--- src/rtl/rs_alloc_ctrl_pkg.sv ---
// Shared constants for the reservation-station allocator.
//   RS_ALLOC_MODE_FIXED : search for free entries from index 0 upward
//   RS_ALLOC_MODE_ROT   : search starts at a rotating pointer
// When the allocator is instantiated with ALLOC_NUM equal to the dispatch
// width, the dispatch count bus must be at least REQ_W bits wide.
package rs_alloc_ctrl_pkg;

   localparam int RS_ALLOC_MODE_FIXED = 0;
   localparam int RS_ALLOC_MODE_ROT   = 1;

   function automatic int rs_max(input int a, input int b);
      return (a > b) ? a : b;
   endfunction

endpackage

--- src/rtl/rs_alloc_ctrl_rot_prio_sel.sv ---
// Combinational rotated multi-grant priority selector.
// Ports:
//   i_busy    : RS busy vector (1 = occupied)
//   i_start   : first index of the search; the search wraps modulo RS_ENT_NUM
//   o_sel     : slot k entry index at [k*RS_ENT_SEL +: RS_ENT_SEL], 0 when invalid
//   o_sel_vld : slot k valid, i.e. at least k+1 entries are free
module rs_rot_prio_sel
   import rs_alloc_ctrl_pkg::*;
#(
   parameter int RS_ENT_NUM = 8,
   parameter int RS_ENT_SEL = 3,
   parameter int ALLOC_NUM  = 2,
   parameter int CNT_W      = $clog2(RS_ENT_NUM + 1)
) (
   input  logic [RS_ENT_NUM-1:0]           i_busy,
   input  logic [RS_ENT_SEL-1:0]           i_start,
   output logic [ALLOC_NUM*RS_ENT_SEL-1:0] o_sel,
   output logic [ALLOC_NUM-1:0]            o_sel_vld
);

   localparam int IW = RS_ENT_SEL + 1;

   // Position j of the search maps to entry w_idx[j]; w_pre[j] is the number
   // of free entries seen before position j.
   logic [RS_ENT_NUM-1:0] w_rot_free;
   logic [RS_ENT_SEL-1:0] w_idx [RS_ENT_NUM];
   logic [CNT_W-1:0]      w_pre [RS_ENT_NUM];

   always_comb begin
      logic [IW-1:0]    v_sum;
      logic [CNT_W-1:0] v_acc;
      v_sum = '0;
      v_acc = '0;
      for (int j = 0; j < RS_ENT_NUM; j++) begin
         v_sum = {1'b0, i_start} + IW'(j);
         if (v_sum >= IW'(RS_ENT_NUM)) begin
            v_sum = v_sum - IW'(RS_ENT_NUM);
         end
         w_idx[j]      = v_sum[RS_ENT_SEL-1:0];
         w_rot_free[j] = ~i_busy[v_sum[RS_ENT_SEL-1:0]];
         w_pre[j]      = v_acc;
         v_acc         = v_acc + CNT_W'(w_rot_free[j]);
      end
   end

   // Slot k takes the free position that has exactly k free positions ahead of it.
   for (genvar k = 0; k < ALLOC_NUM; k++) begin : g_slot
      logic [RS_ENT_SEL-1:0] w_slot_sel;
      logic                  w_slot_vld;

      always_comb begin
         w_slot_sel = '0;
         w_slot_vld = 1'b0;
         for (int j = 0; j < RS_ENT_NUM; j++) begin
            if (w_rot_free[j] && (w_pre[j] == CNT_W'(k))) begin
               w_slot_sel = w_idx[j];
               w_slot_vld = 1'b1;
            end
         end
      end

      assign o_sel[k*RS_ENT_SEL +: RS_ENT_SEL] = w_slot_sel;
      assign o_sel_vld[k]                      = w_slot_vld;
   end

endmodule

--- src/rtl/rs_alloc_ctrl.sv ---
// Reservation-station entry allocator. Owns the busy vector, grants up to
// ALLOC_NUM free entries per cycle, frees up to ISSUE_NUM per cycle on issue
// and clears everything on flush.
// Ports:
//   clk, rst      : clock, synchronous active-high reset
//   i_req_num     : entries requested this cycle (0..ALLOC_NUM)
//   i_issue_vld   : per-port free strobe
//   i_issue_idx   : per-port entry to free, port k at [k*RS_ENT_SEL +: RS_ENT_SEL]
//   i_flush       : clear all entries
//   o_allocable   : i_req_num <= o_free_cnt
//   o_sel_vld     : slot k holds a valid free entry
//   o_sel         : slot k entry index
//   o_busy_vec    : registered busy bits
//   o_free_cnt    : registered free-entry count
//   o_full        : no free entries
//   o_empty       : all entries free
//   o_err         : sticky protocol error (bad or duplicate free)
module rs_alloc_ctrl
   import rs_alloc_ctrl_pkg::*;
#(
   parameter int RS_ENT_NUM = 8,
   parameter int RS_ENT_SEL = 3,
   parameter int ALLOC_NUM  = 2,
   parameter int ISSUE_NUM  = 2,
   parameter int ALLOC_MODE = RS_ALLOC_MODE_FIXED,
   parameter int REQ_W      = $clog2(ALLOC_NUM + 1),
   parameter int CNT_W      = $clog2(RS_ENT_NUM + 1)
) (
   input  logic                            clk,
   input  logic                            rst,
   input  logic [REQ_W-1:0]                i_req_num,
   input  logic [ISSUE_NUM-1:0]            i_issue_vld,
   input  logic [ISSUE_NUM*RS_ENT_SEL-1:0] i_issue_idx,
   input  logic                            i_flush,
   output logic                            o_allocable,
   output logic [ALLOC_NUM-1:0]            o_sel_vld,
   output logic [ALLOC_NUM*RS_ENT_SEL-1:0] o_sel,
   output logic [RS_ENT_NUM-1:0]           o_busy_vec,
   output logic [CNT_W-1:0]                o_free_cnt,
   output logic                            o_full,
   output logic                            o_empty,
   output logic                            o_err
);

   localparam int MW = rs_max(REQ_W, CNT_W);

   logic [RS_ENT_NUM-1:0] r_busy;
   logic [CNT_W-1:0]      r_free_cnt;
   logic [RS_ENT_SEL-1:0] r_ptr;
   logic                  r_err;

   logic [RS_ENT_SEL-1:0]           w_start;
   logic [ALLOC_NUM*RS_ENT_SEL-1:0] w_sel;
   logic [ALLOC_NUM-1:0]            w_sel_vld;
   logic                            w_allocable;
   logic                            w_alloc_fire;
   logic [RS_ENT_NUM-1:0]           w_alloc_mask;
   logic [RS_ENT_SEL-1:0]           w_last_idx;
   logic [RS_ENT_SEL-1:0]           w_ptr_next;
   logic [RS_ENT_NUM-1:0]           w_free_mask;
   logic                            w_issue_err;
   logic [RS_ENT_NUM-1:0]           w_busy_next;
   logic [CNT_W-1:0]                w_alloc_cnt;
   logic [CNT_W-1:0]                w_freed_cnt;
   logic [CNT_W-1:0]                w_free_cnt_next;

   // Fixed mode always searches from entry 0.
   assign w_start = (ALLOC_MODE == RS_ALLOC_MODE_ROT) ? r_ptr : '0;

   rs_rot_prio_sel #(
      .RS_ENT_NUM (RS_ENT_NUM),
      .RS_ENT_SEL (RS_ENT_SEL),
      .ALLOC_NUM  (ALLOC_NUM),
      .CNT_W      (CNT_W)
   ) u_sel (
      .i_busy    (r_busy),
      .i_start   (w_start),
      .o_sel     (w_sel),
      .o_sel_vld (w_sel_vld)
   );

   assign w_allocable  = MW'(i_req_num) <= MW'(r_free_cnt);
   assign w_alloc_fire = (i_req_num != '0) && w_allocable && !i_flush;

   // All-or-nothing grant of slots 0..i_req_num-1; o_allocable guarantees
   // those slots are valid.
   always_comb begin
      w_alloc_mask = '0;
      w_last_idx   = r_ptr;
      for (int k = 0; k < ALLOC_NUM; k++) begin
         if (w_alloc_fire && (REQ_W'(k) < i_req_num)) begin
            w_alloc_mask[w_sel[k*RS_ENT_SEL +: RS_ENT_SEL]] = 1'b1;
            w_last_idx = w_sel[k*RS_ENT_SEL +: RS_ENT_SEL];
         end
      end
   end

   assign w_ptr_next = (w_last_idx == RS_ENT_SEL'(RS_ENT_NUM - 1)) ? '0 : w_last_idx + 1'b1;

   // An index outside the entry range hits nothing and counts as a bad free.
   always_comb begin
      logic [RS_ENT_SEL-1:0] v_idx;
      logic                  v_hit;
      w_free_mask = '0;
      w_issue_err = 1'b0;
      v_idx       = '0;
      v_hit       = 1'b0;
      for (int p = 0; p < ISSUE_NUM; p++) begin
         if (i_issue_vld[p]) begin
            v_idx = i_issue_idx[p*RS_ENT_SEL +: RS_ENT_SEL];
            v_hit = 1'b0;
            for (int j = 0; j < RS_ENT_NUM; j++) begin
               if (v_idx == RS_ENT_SEL'(j)) begin
                  v_hit          = 1'b1;
                  w_free_mask[j] = 1'b1;
                  if (!r_busy[j]) begin
                     w_issue_err = 1'b1;
                  end
               end
            end
            if (!v_hit) begin
               w_issue_err = 1'b1;
            end
            for (int q = 0; q < p; q++) begin
               if (i_issue_vld[q] && (i_issue_idx[q*RS_ENT_SEL +: RS_ENT_SEL] == v_idx)) begin
                  w_issue_err = 1'b1;
               end
            end
         end
      end
   end

   // Free wins over a coinciding allocation, so only allocations that survive
   // the free are charged against the count; this keeps the count equal to
   // the popcount of ~busy_next in every case.
   assign w_busy_next = (r_busy | w_alloc_mask) & ~w_free_mask;

   always_comb begin
      w_alloc_cnt = '0;
      w_freed_cnt = '0;
      for (int j = 0; j < RS_ENT_NUM; j++) begin
         w_alloc_cnt = w_alloc_cnt + CNT_W'(w_alloc_mask[j] & ~w_free_mask[j]);
         w_freed_cnt = w_freed_cnt + CNT_W'(w_free_mask[j] & r_busy[j]);
      end
   end

   assign w_free_cnt_next = r_free_cnt - w_alloc_cnt + w_freed_cnt;

   always_ff @(posedge clk) begin
      if (rst) begin
         r_busy     <= '0;
         r_free_cnt <= CNT_W'(RS_ENT_NUM);
         r_ptr      <= '0;
         r_err      <= 1'b0;
      end else if (i_flush) begin
         r_busy     <= '0;
         r_free_cnt <= CNT_W'(RS_ENT_NUM);
         r_ptr      <= '0;
      end else begin
         r_busy     <= w_busy_next;
         r_free_cnt <= w_free_cnt_next;
         if ((ALLOC_MODE == RS_ALLOC_MODE_ROT) && w_alloc_fire) begin
            r_ptr <= w_ptr_next;
         end
         if (w_issue_err) begin
            r_err <= 1'b1;
         end
      end
   end

   assign o_allocable = w_allocable;
   assign o_sel_vld   = w_sel_vld;
   assign o_sel       = w_sel;
   assign o_busy_vec  = r_busy;
   assign o_free_cnt  = r_free_cnt;
   assign o_full      = (r_free_cnt == '0);
   assign o_empty     = (r_free_cnt == CNT_W'(RS_ENT_NUM));
   assign o_err       = r_err;

endmodule

--- config.mk ---
export PLATFORM = sky130hd
export DESIGN_NAME = rs_alloc_ctrl
export DESIGN_NICKNAME = d
export VERILOG_FILES = /design/src/rtl/rs_alloc_ctrl_pkg.sv /design/src/rtl/rs_alloc_ctrl_rot_prio_sel.sv /design/src/rtl/rs_alloc_ctrl.sv
export SDC_FILE = /design/constraint.sdc
export NUM_CORES = 1
export LEC_CHECK = 0
export BUFFER_PORTS_ARGS = -buffer_cell sky130_fd_sc_hd__buf_2
export CAP_MARGIN = 20
export CORE_MARGIN = 3
export CORE_UTILIZATION = 48
export DETAILED_ROUTE_END_ITERATION = 8
export PLACE_DENSITY_LB_ADDON = 0.05
export REMOVE_ABC_BUFFERS = 1
export SYNTH_ARGS = -nofsm -noshare
export SYNTH_HDL_FRONTEND = slang
export SYNTH_HIERARCHICAL = 1
export SYNTH_SLANG_ARGS = --single-unit
--- constraint.sdc ---
create_clock -name clk -period 15.4 [get_ports clk]
set_input_delay 2.31 -clock clk [delete_from_list [all_inputs] [get_ports clk]]
set_output_delay 2.31 -clock clk [all_outputs]
set_load 0.03 [all_outputs]
# After elaboration in Yosys (flattened, before gate mapping)
# Index checks and enable logic that the tools add are counted.
# word_totals
register_bits	13
output_inout_bits	24
input_bits	13
# op_classes
n_bitwise	37
reduce_logical	35
n_addsub	22
n_mux	110
eq_ne	22
magnitude_cmp	7
# op_table
cell	count
$mux W1	92
$add A4 B1 Y4	9
$add A4 B4 Y4	8
$and A1 B4 Y4	8
$logic_not A4 Y1	8
$mux W8	4
$not A1 Y4	8
$eq A3 B3 Y1 const B	8
$eq A4 B1 Y1 const B	6
$mux W3	8
$logic_and A1 B1 Y1	21
$or A8 B8 Y8	2
$eq A3 B2 Y1 const B	4
$not A1 Y1	9
$and A1 B1 Y1	8
$and A8 B8 Y8	1
$lt A3 B4 Y1 const B	2
$mux W2	4
$not A8 Y8	1
$demux W1 S3	2
$eq A3 B1 Y1 const B	2
$ge A3 B1 Y1 const B	2
$logic_not A3 Y1	2
$add A1 B1 Y2	2
other kinds (11)	12

# Logic depth before layout (Yosys ltp)
# depth
depth_word	42
ltp_mapped	39
depth_no_buf	36

# By module
# Netlist, hierarchy kept.
# modules_own_cells
mod	instances	area_per_inst_um2	cells_each	seq_area_each_um2
rs_rot_prio_sel	1	1559.0	197	0.0
rs_alloc_ctrl	1	1461.4	162	260.2

# Least setup slack after synthesis
# No wires, ideal clock.
# synth_timing
kind	register -> register
startpoint	register r_busy[0], in the netlist o_busy_vec[0]
endpoint	register r_free_cnt[2], in the netlist o_free_cnt[2]
stages_incl_launch_ff	32
n_path_buf	1
setup_slack_ps	5936
arrival_time_ps	9349
synth_period_minus_slack_ps	9464
required_ps	15285
setup_ps	115
path_cell_list	dfxtp_1 > mux4_2 > mux2_2 > fa_1 > inv_1 > ha_1 > ha_1 > ha_1 > buf_4 > nor4bb_1 > a211o_1 > a311o_1 > a221oi_4 > xnor2_2 > nor2_4 > o31ai_1 > inv_1 > nor4_1 > o21a_1 > nand2_1 > fa_1 > inv_1 > fa_1 > fa_1 > inv_1 > fa_1 > inv_1 > fa_1 > inv_1 > ha_1 > fa_1 > and2_1
# synth_between
elab_chain_len	27
word_cells_on_any_way	86
cone_classes	22 x add/sub; 4 x order compare; 6 x eq/ne; 20 x mux; 11 x bitwise; 23 x reduce/logical
# synth_lines
item	line	rtl
from (decl)	rs_alloc_ctrl.sv:47	logic [RS_ENT_NUM-1:0] r_busy;
from (signal assigned)	rs_alloc_ctrl.sv:160	r_busy <= w_busy_next;
$not A1 Y1 (*)	rs_alloc_ctrl_rot_prio_sel.sv:40	w_rot_free[j] = ~i_busy[v_sum[RS_ENT_SEL-1:0]];
$add A1 B1 Y2 (*)	rs_alloc_ctrl_rot_prio_sel.sv:42	v_acc = v_acc + CNT_W'(w_rot_free[j]);
$add A4 B1 Y4 (*) (2 in a row)	rs_alloc_ctrl_rot_prio_sel.sv:42	
$add A4 B1 Y4 / $logic_not A4 Y1 (equally long branches)	rs_alloc_ctrl_rot_prio_sel.sv:42, rs_alloc_ctrl_rot_prio_sel.sv:55	
$add A4 B1 Y4, or another cell as far along (2 in a row)	rs_alloc_ctrl_rot_prio_sel.sv:42	
$logic_not A4 Y1, or another cell as far along	rs_alloc_ctrl_rot_prio_sel.sv:55	if (w_rot_free[j] && (w_pre[j] == CNT_W'(k))) begin
$logic_and A1 B1 Y1 / $mux W3 (equally long branches)	rs_alloc_ctrl_rot_prio_sel.sv:55	
$mux W3 (*)	rs_alloc_ctrl_rot_prio_sel.sv:55	
net o_sel[2]	rs_alloc_ctrl.sv:37	output logic [ALLOC_NUM*RS_ENT_SEL-1:0] o_sel,
(+5 left out)	--	
$or A8 B8 Y8 (no line)	--	
$mux W8 (*)	rs_alloc_ctrl.sv:91	if (w_alloc_fire && (REQ_W'(k) < i_req_num)) begin
$and A1 B4 Y4	rs_alloc_ctrl.sv:142	w_alloc_cnt = w_alloc_cnt + CNT_W'(w_alloc_mask[j] & ~w_free_mask[j]);
$add A4 B4 Y4 (6 in a row)	rs_alloc_ctrl.sv:142	
$add A4 B4 Y4 (*)	rs_alloc_ctrl.sv:142	
$sub A4 B4 Y4 (*)	rs_alloc_ctrl.sv:147	assign w_free_cnt_next = r_free_cnt - w_alloc_cnt + w_freed_cnt;
$add A4 B4 Y4 (*)	rs_alloc_ctrl.sv:147	
net w_free_cnt_next[2]	rs_alloc_ctrl.sv:65	logic [CNT_W-1:0] w_free_cnt_next;
to (signal assigned)	rs_alloc_ctrl.sv:152	r_free_cnt <= CNT_W'(RS_ENT_NUM);
to (signal assigned)	rs_alloc_ctrl.sv:157	r_free_cnt <= CNT_W'(RS_ENT_NUM);
to (signal assigned)	rs_alloc_ctrl.sv:161	r_free_cnt <= w_free_cnt_next;
to (decl)	rs_alloc_ctrl.sv:48	logic [CNT_W-1:0] r_free_cnt;
# The timed path passes the listed nets; every way through them passes the cells marked *.
# A chain may end at the register's enable or synchronous reset.

# Worst setup path after layout
# layout_timing
startpoint	register r_busy[1], in the netlist o_busy_vec[1]
endpoint	register r_free_cnt[3], in the netlist o_free_cnt[3]
# layout_between
elab_chain_len	27
word_cells_on_any_way	85
cone_classes	22 x add/sub; 4 x order compare; 6 x eq/ne; 20 x mux; 11 x bitwise; 22 x reduce/logical
# layout_lines
item	line	rtl
$not A1 Y1	rs_alloc_ctrl_rot_prio_sel.sv:40	
$add A1 B1 Y2	rs_alloc_ctrl_rot_prio_sel.sv:42	
$add A4 B1 Y4 / $logic_not A4 Y1 (equally long branches)	rs_alloc_ctrl_rot_prio_sel.sv:42, rs_alloc_ctrl_rot_prio_sel.sv:55	
$add A4 B1 Y4, or another cell as far along (4 in a row)	rs_alloc_ctrl_rot_prio_sel.sv:42	
$logic_not A4 Y1, or another cell as far along	rs_alloc_ctrl_rot_prio_sel.sv:55	
$logic_and A1 B1 Y1 / $mux W3 (equally long branches)	rs_alloc_ctrl_rot_prio_sel.sv:55	
$mux W3	rs_alloc_ctrl_rot_prio_sel.sv:55	
$lt A3 B4 Y1 (implied by the code) / $ge A3 B1 Y1 (equally long branches)	rs_alloc_ctrl.sv:92	w_alloc_mask[w_sel[k*RS_ENT_SEL +: RS_ENT_SEL]] = 1'b1;
(+2 left out)	--	
$demux W1 S3	rs_alloc_ctrl.sv:92	
$mux W8	rs_alloc_ctrl.sv:91	
$or A8 B8 Y8 (no line)	--	
$mux W8	rs_alloc_ctrl.sv:91	
$and A1 B4 Y4	rs_alloc_ctrl.sv:142	
$add A4 B4 Y4 (7 in a row)	rs_alloc_ctrl.sv:142	
$sub A4 B4 Y4	rs_alloc_ctrl.sv:147	
$add A4 B4 Y4 (*)	rs_alloc_ctrl.sv:147	
# Mark *: on every way between the ends. The rest lies on a longest branch, timed or not.

==> results.sh <==
export IMPL_crit_type="reg2reg"
export IMPL_path_clk_slew_ns=0.06
export IMPL_cts_made_buffers=3
export IMPL_portion_of_the_post_synthesis_area_used_by_sequential_elements_pct=8.62
export IMPL_yosysWarnings=6
export IMPL_cpMostUsedCell="fa_1"
export IMPL_syn_cell_area_sq_um=3020
export IMPL_synth_cell_type_count=78
export IMPL_syn_mean_instance_area_sq_um=8.41
export IMPL_num_fill_cells=582
export IMPL_worst_skew_pair_late_latency_ns=0.24
export IMPL_fin_crit_ns=9.66
export IMPL_route_antenna_remaining_nets=0
export IMPL_detailedRoute_firstIterationViolations=156
export IMPL_deepest_clock_path_buffer_count=2
export IMPL_slowest_delay_ns=0.78
export IMPL_r2r_slack_ns=5.74
export IMPL_effective_utilization_at_floorplan_pct=50.4
export IMPL_cts_root_buffer_cell="clkbuf_8"
export IMPL_hold_fix_buffers_cts=0
export IMPL_cp_data_arrival_time_ns=9.78
export IMPL_maxSlewHeadroom_pct=30.7
export IMPL_global_route_overflow_total=0
export IMPL_reg2reg_depth=31
export IMPL_core_area_sq_um=5990
export IMPL_rsz_0062_raised_after_global_routing="false"
export IMPL_tritoncts_clock_tree="done"
export IMPL_final_net_count=436
export IMPL_timing_max_cap_violations=0
export IMPL_fin_skew_ns=0.000653
export IMPL_route_vias_total=2778
export IMPL_row_count=28
export IMPL_grt_util_all_layers_pct=22.2
export IMPL_routedWlPerCell_um=16.7
export IMPL_antenna_found_initial=0
export IMPL_final_hold_violation_count=0
export IMPL_synth_enable_flop_cells=0
export IMPL_critical_path_top_delay_family="adder cells"
export IMPL_grt_max_degree=13
export IMPL_synth_async_reset_ratio_pct=0
export IMPL_drt_pass1_iterations=4
export IMPL_route_detailed_drc=0
export IMPL_fmax_mhz=103
export IMPL_worstHoldStart="o_err$_SDFFE_PP0P_"
export IMPL_postSynthCellCount=359
export IMPL_timing_final_crit_share_pct=62.7
export IMPL_postSynth_topFlopCell="dfxtp_1"
export IMPL_drive_above_1_share_pct=18.5
export IMPL_wp_data_required_ns=15.52
export IMPL_sort_of_element_at_the_end_of_the_critical_path="register"
export IMPL_die_height_um=85.3
export IMPL_routed_wl_mm=7.75
export IMPL_slew_viol_final=0
export IMPL_grt_pass1_vias=2737
export IMPL_fin_tns_setup_ns=0
export IMPL_area_delta_synth_final_pct=7.42
export IMPL_num_antenna_cells=0
export IMPL_worst_path_buf_inv=5
export IMPL_min_path_cells=2
export IMPL_cts_setup_buffers=0
export IMPL_buffer_ports_inserted=36
export IMPL_boundaryPins=37
export IMPL_outcome="complete, no violations"
export IMPL_cts_resized=0
export IMPL_cts_sinks=13
export IMPL_holdPathEnd="o_err$_SDFFE_PP0P_"
export IMPL_postSynthRegisterBits=13
export IMPL_setup_viol=0
export IMPL_crit_fanout=12
export IMPL_drt_vias_per_instance=5.97
export IMPL_area_of_the_die_sq_um=7280
export IMPL_critical_path_startpoint_type="register"
export IMPL_estimated_wirelength_of_the_detail_placed_design_mm=6.33
export IMPL_hold_path_class="reg2reg"
export IMPL_wire_length_of_the_first_global_routing_pass_mm=13.4
export IMPL_finalWeightedCongestion=0.892
export IMPL_die_w_um=85.3
export IMPL_critical_r2r_capture="o_free_cnt[3]$_SDFF_PP1_"
export IMPL_cts_max_level=1
export IMPL_crit_path_top_delay_cell="o31ai_1"
export IMPL_timing_worst_slew_pin_value_ns=1.03
export IMPL_reg2reg_from="o_busy_vec[1]$_SDFF_PP0_"
[worst max path at each step]
| stage | from | endpoint | slack [ns] | cells after the start |
|---|---|---|---|---|
| finish | o_busy_vec[1]$_SDFF_PP0_ | o_free_cnt[3]$_SDFF_PP1_ | 5.74 | 31 |
| global route | o_busy_vec[1]$_SDFF_PP0_ | o_free_cnt[3]$_SDFF_PP1_ | 5.04 | 32 |
| detailed placement | o_busy_vec[1]$_SDFF_PP0_ | o_free_cnt[3]$_SDFF_PP1_ | 5.75 | 31 |
| global placement | o_busy_vec[1]$_SDFF_PP0_ | o_free_cnt[2]$_SDFF_PP0_ | 5.77 | 31 |
| CTS | o_busy_vec[1]$_SDFF_PP0_ | o_free_cnt[3]$_SDFF_PP1_ | 5.74 | 31 |
| floorplan | o_busy_vec[0]$_SDFF_PP0_ | o_free_cnt[2]$_SDFF_PP0_ | 5.88 | 29 |
[synth_stat cells (9+ instances only)]
cell	instances	area, sq um
a21oi_1	12	60.1
nand2b_1	13	81.3
inv_1	31	116
nand2_1	35	131
ha_1	18	225
nor2_1	21	78.8
dfxtp_1	13	260
mux4_2	10	225
nor3_1	11	55.1
fa_1	14	280
xnor2_1	9	78.8
mux2i_1	12	120
[tightest hold or removal path: stages (launching register included)]
cell     delay (ns)
dfxtp_1        0.32
nor2b_1        0.13
a311o_1        0.12
[per-stage QoR]
stage	worst slack (ns)	utilization [%]	cells	hold slack (ns)	instance area (sq um)
5_1_grt	5.04	54.2	465	0.633	3240
6_report	5.74	54.2	465	0.597	3240
2_1_floorplan	5.88	-	350	0.659	2930
3_3_place_gp	5.77	53.4	461	0.561	3200
3_5_place_dp	5.75	53.4	461	0.597	3200
4_1_cts	5.74	54.2	465	0.606	3240
[cell families (layout without fill, tap and decap cells)]
family | count (synthesis) | after routing | share of synthesized area (%)
AOI/OAI and AO/OA | 88 | 88 | 22.6
buffers and inverters | 48 | 71 | 7.99
DFF | 13 | 13 | 8.62
xor gates and xnor gates | 16 | 16 | 5.39
other | 1 | 9 | 0.124
and+or+nand+nor | 137 | 137 | 26.3
muxes | 24 | 24 | 12.3
adders and majority gates | 32 | 32 | 16.7
[flip-flops by register name (all words and copies together), names as in the netlist]
signal,flops
o_busy_vec,8
o_free_cnt,4
o_err,1
[metal layers]
layer | wire length [um] | share of wire (%) | GRT usage, %
met5 | 0 | 0 | 0
met3 | 247 | 3.2 | 1.17
met1 | 3330 | 43 | 28.4
met4 | 110 | 1.4 | 4.89
met2 | 4060 | 52 | 40.7
[area by class of cell]
class	instances	area, sq um	area share, %
clock buffers	4	45.0	1.39
well taps	75	93.8	2.89
inverters	31	116	3.59
multi-input cells	306	2550	78.6
repair buffers	36	180	5.55
flip-flops and latches	13	260	8.02
[placed cells by master, fill, tap and decap left out, drive strengths merged, types with 4 or more instances in the layout]
cell	n
o22ai	4
o21ai	13
nand2b	14
nor2b	5
fa	14
xnor2	10
dfxtp	13
nor4	6
buf	36
a211oi	7
mux2i	13
o21a	4
nor3b	4
nand2	35
nand3	6
a21oi	12
nor3	12
conb	9
or2	5
o31ai	8
mux4	10
inv	31
nor2	23
a31oi	6
ha	18
nor4b	5
clkbuf	4
xor2	5
Power is not shown: default switching activity piles up to over one toggle a cycle in this logic, so the estimate is an artifact.
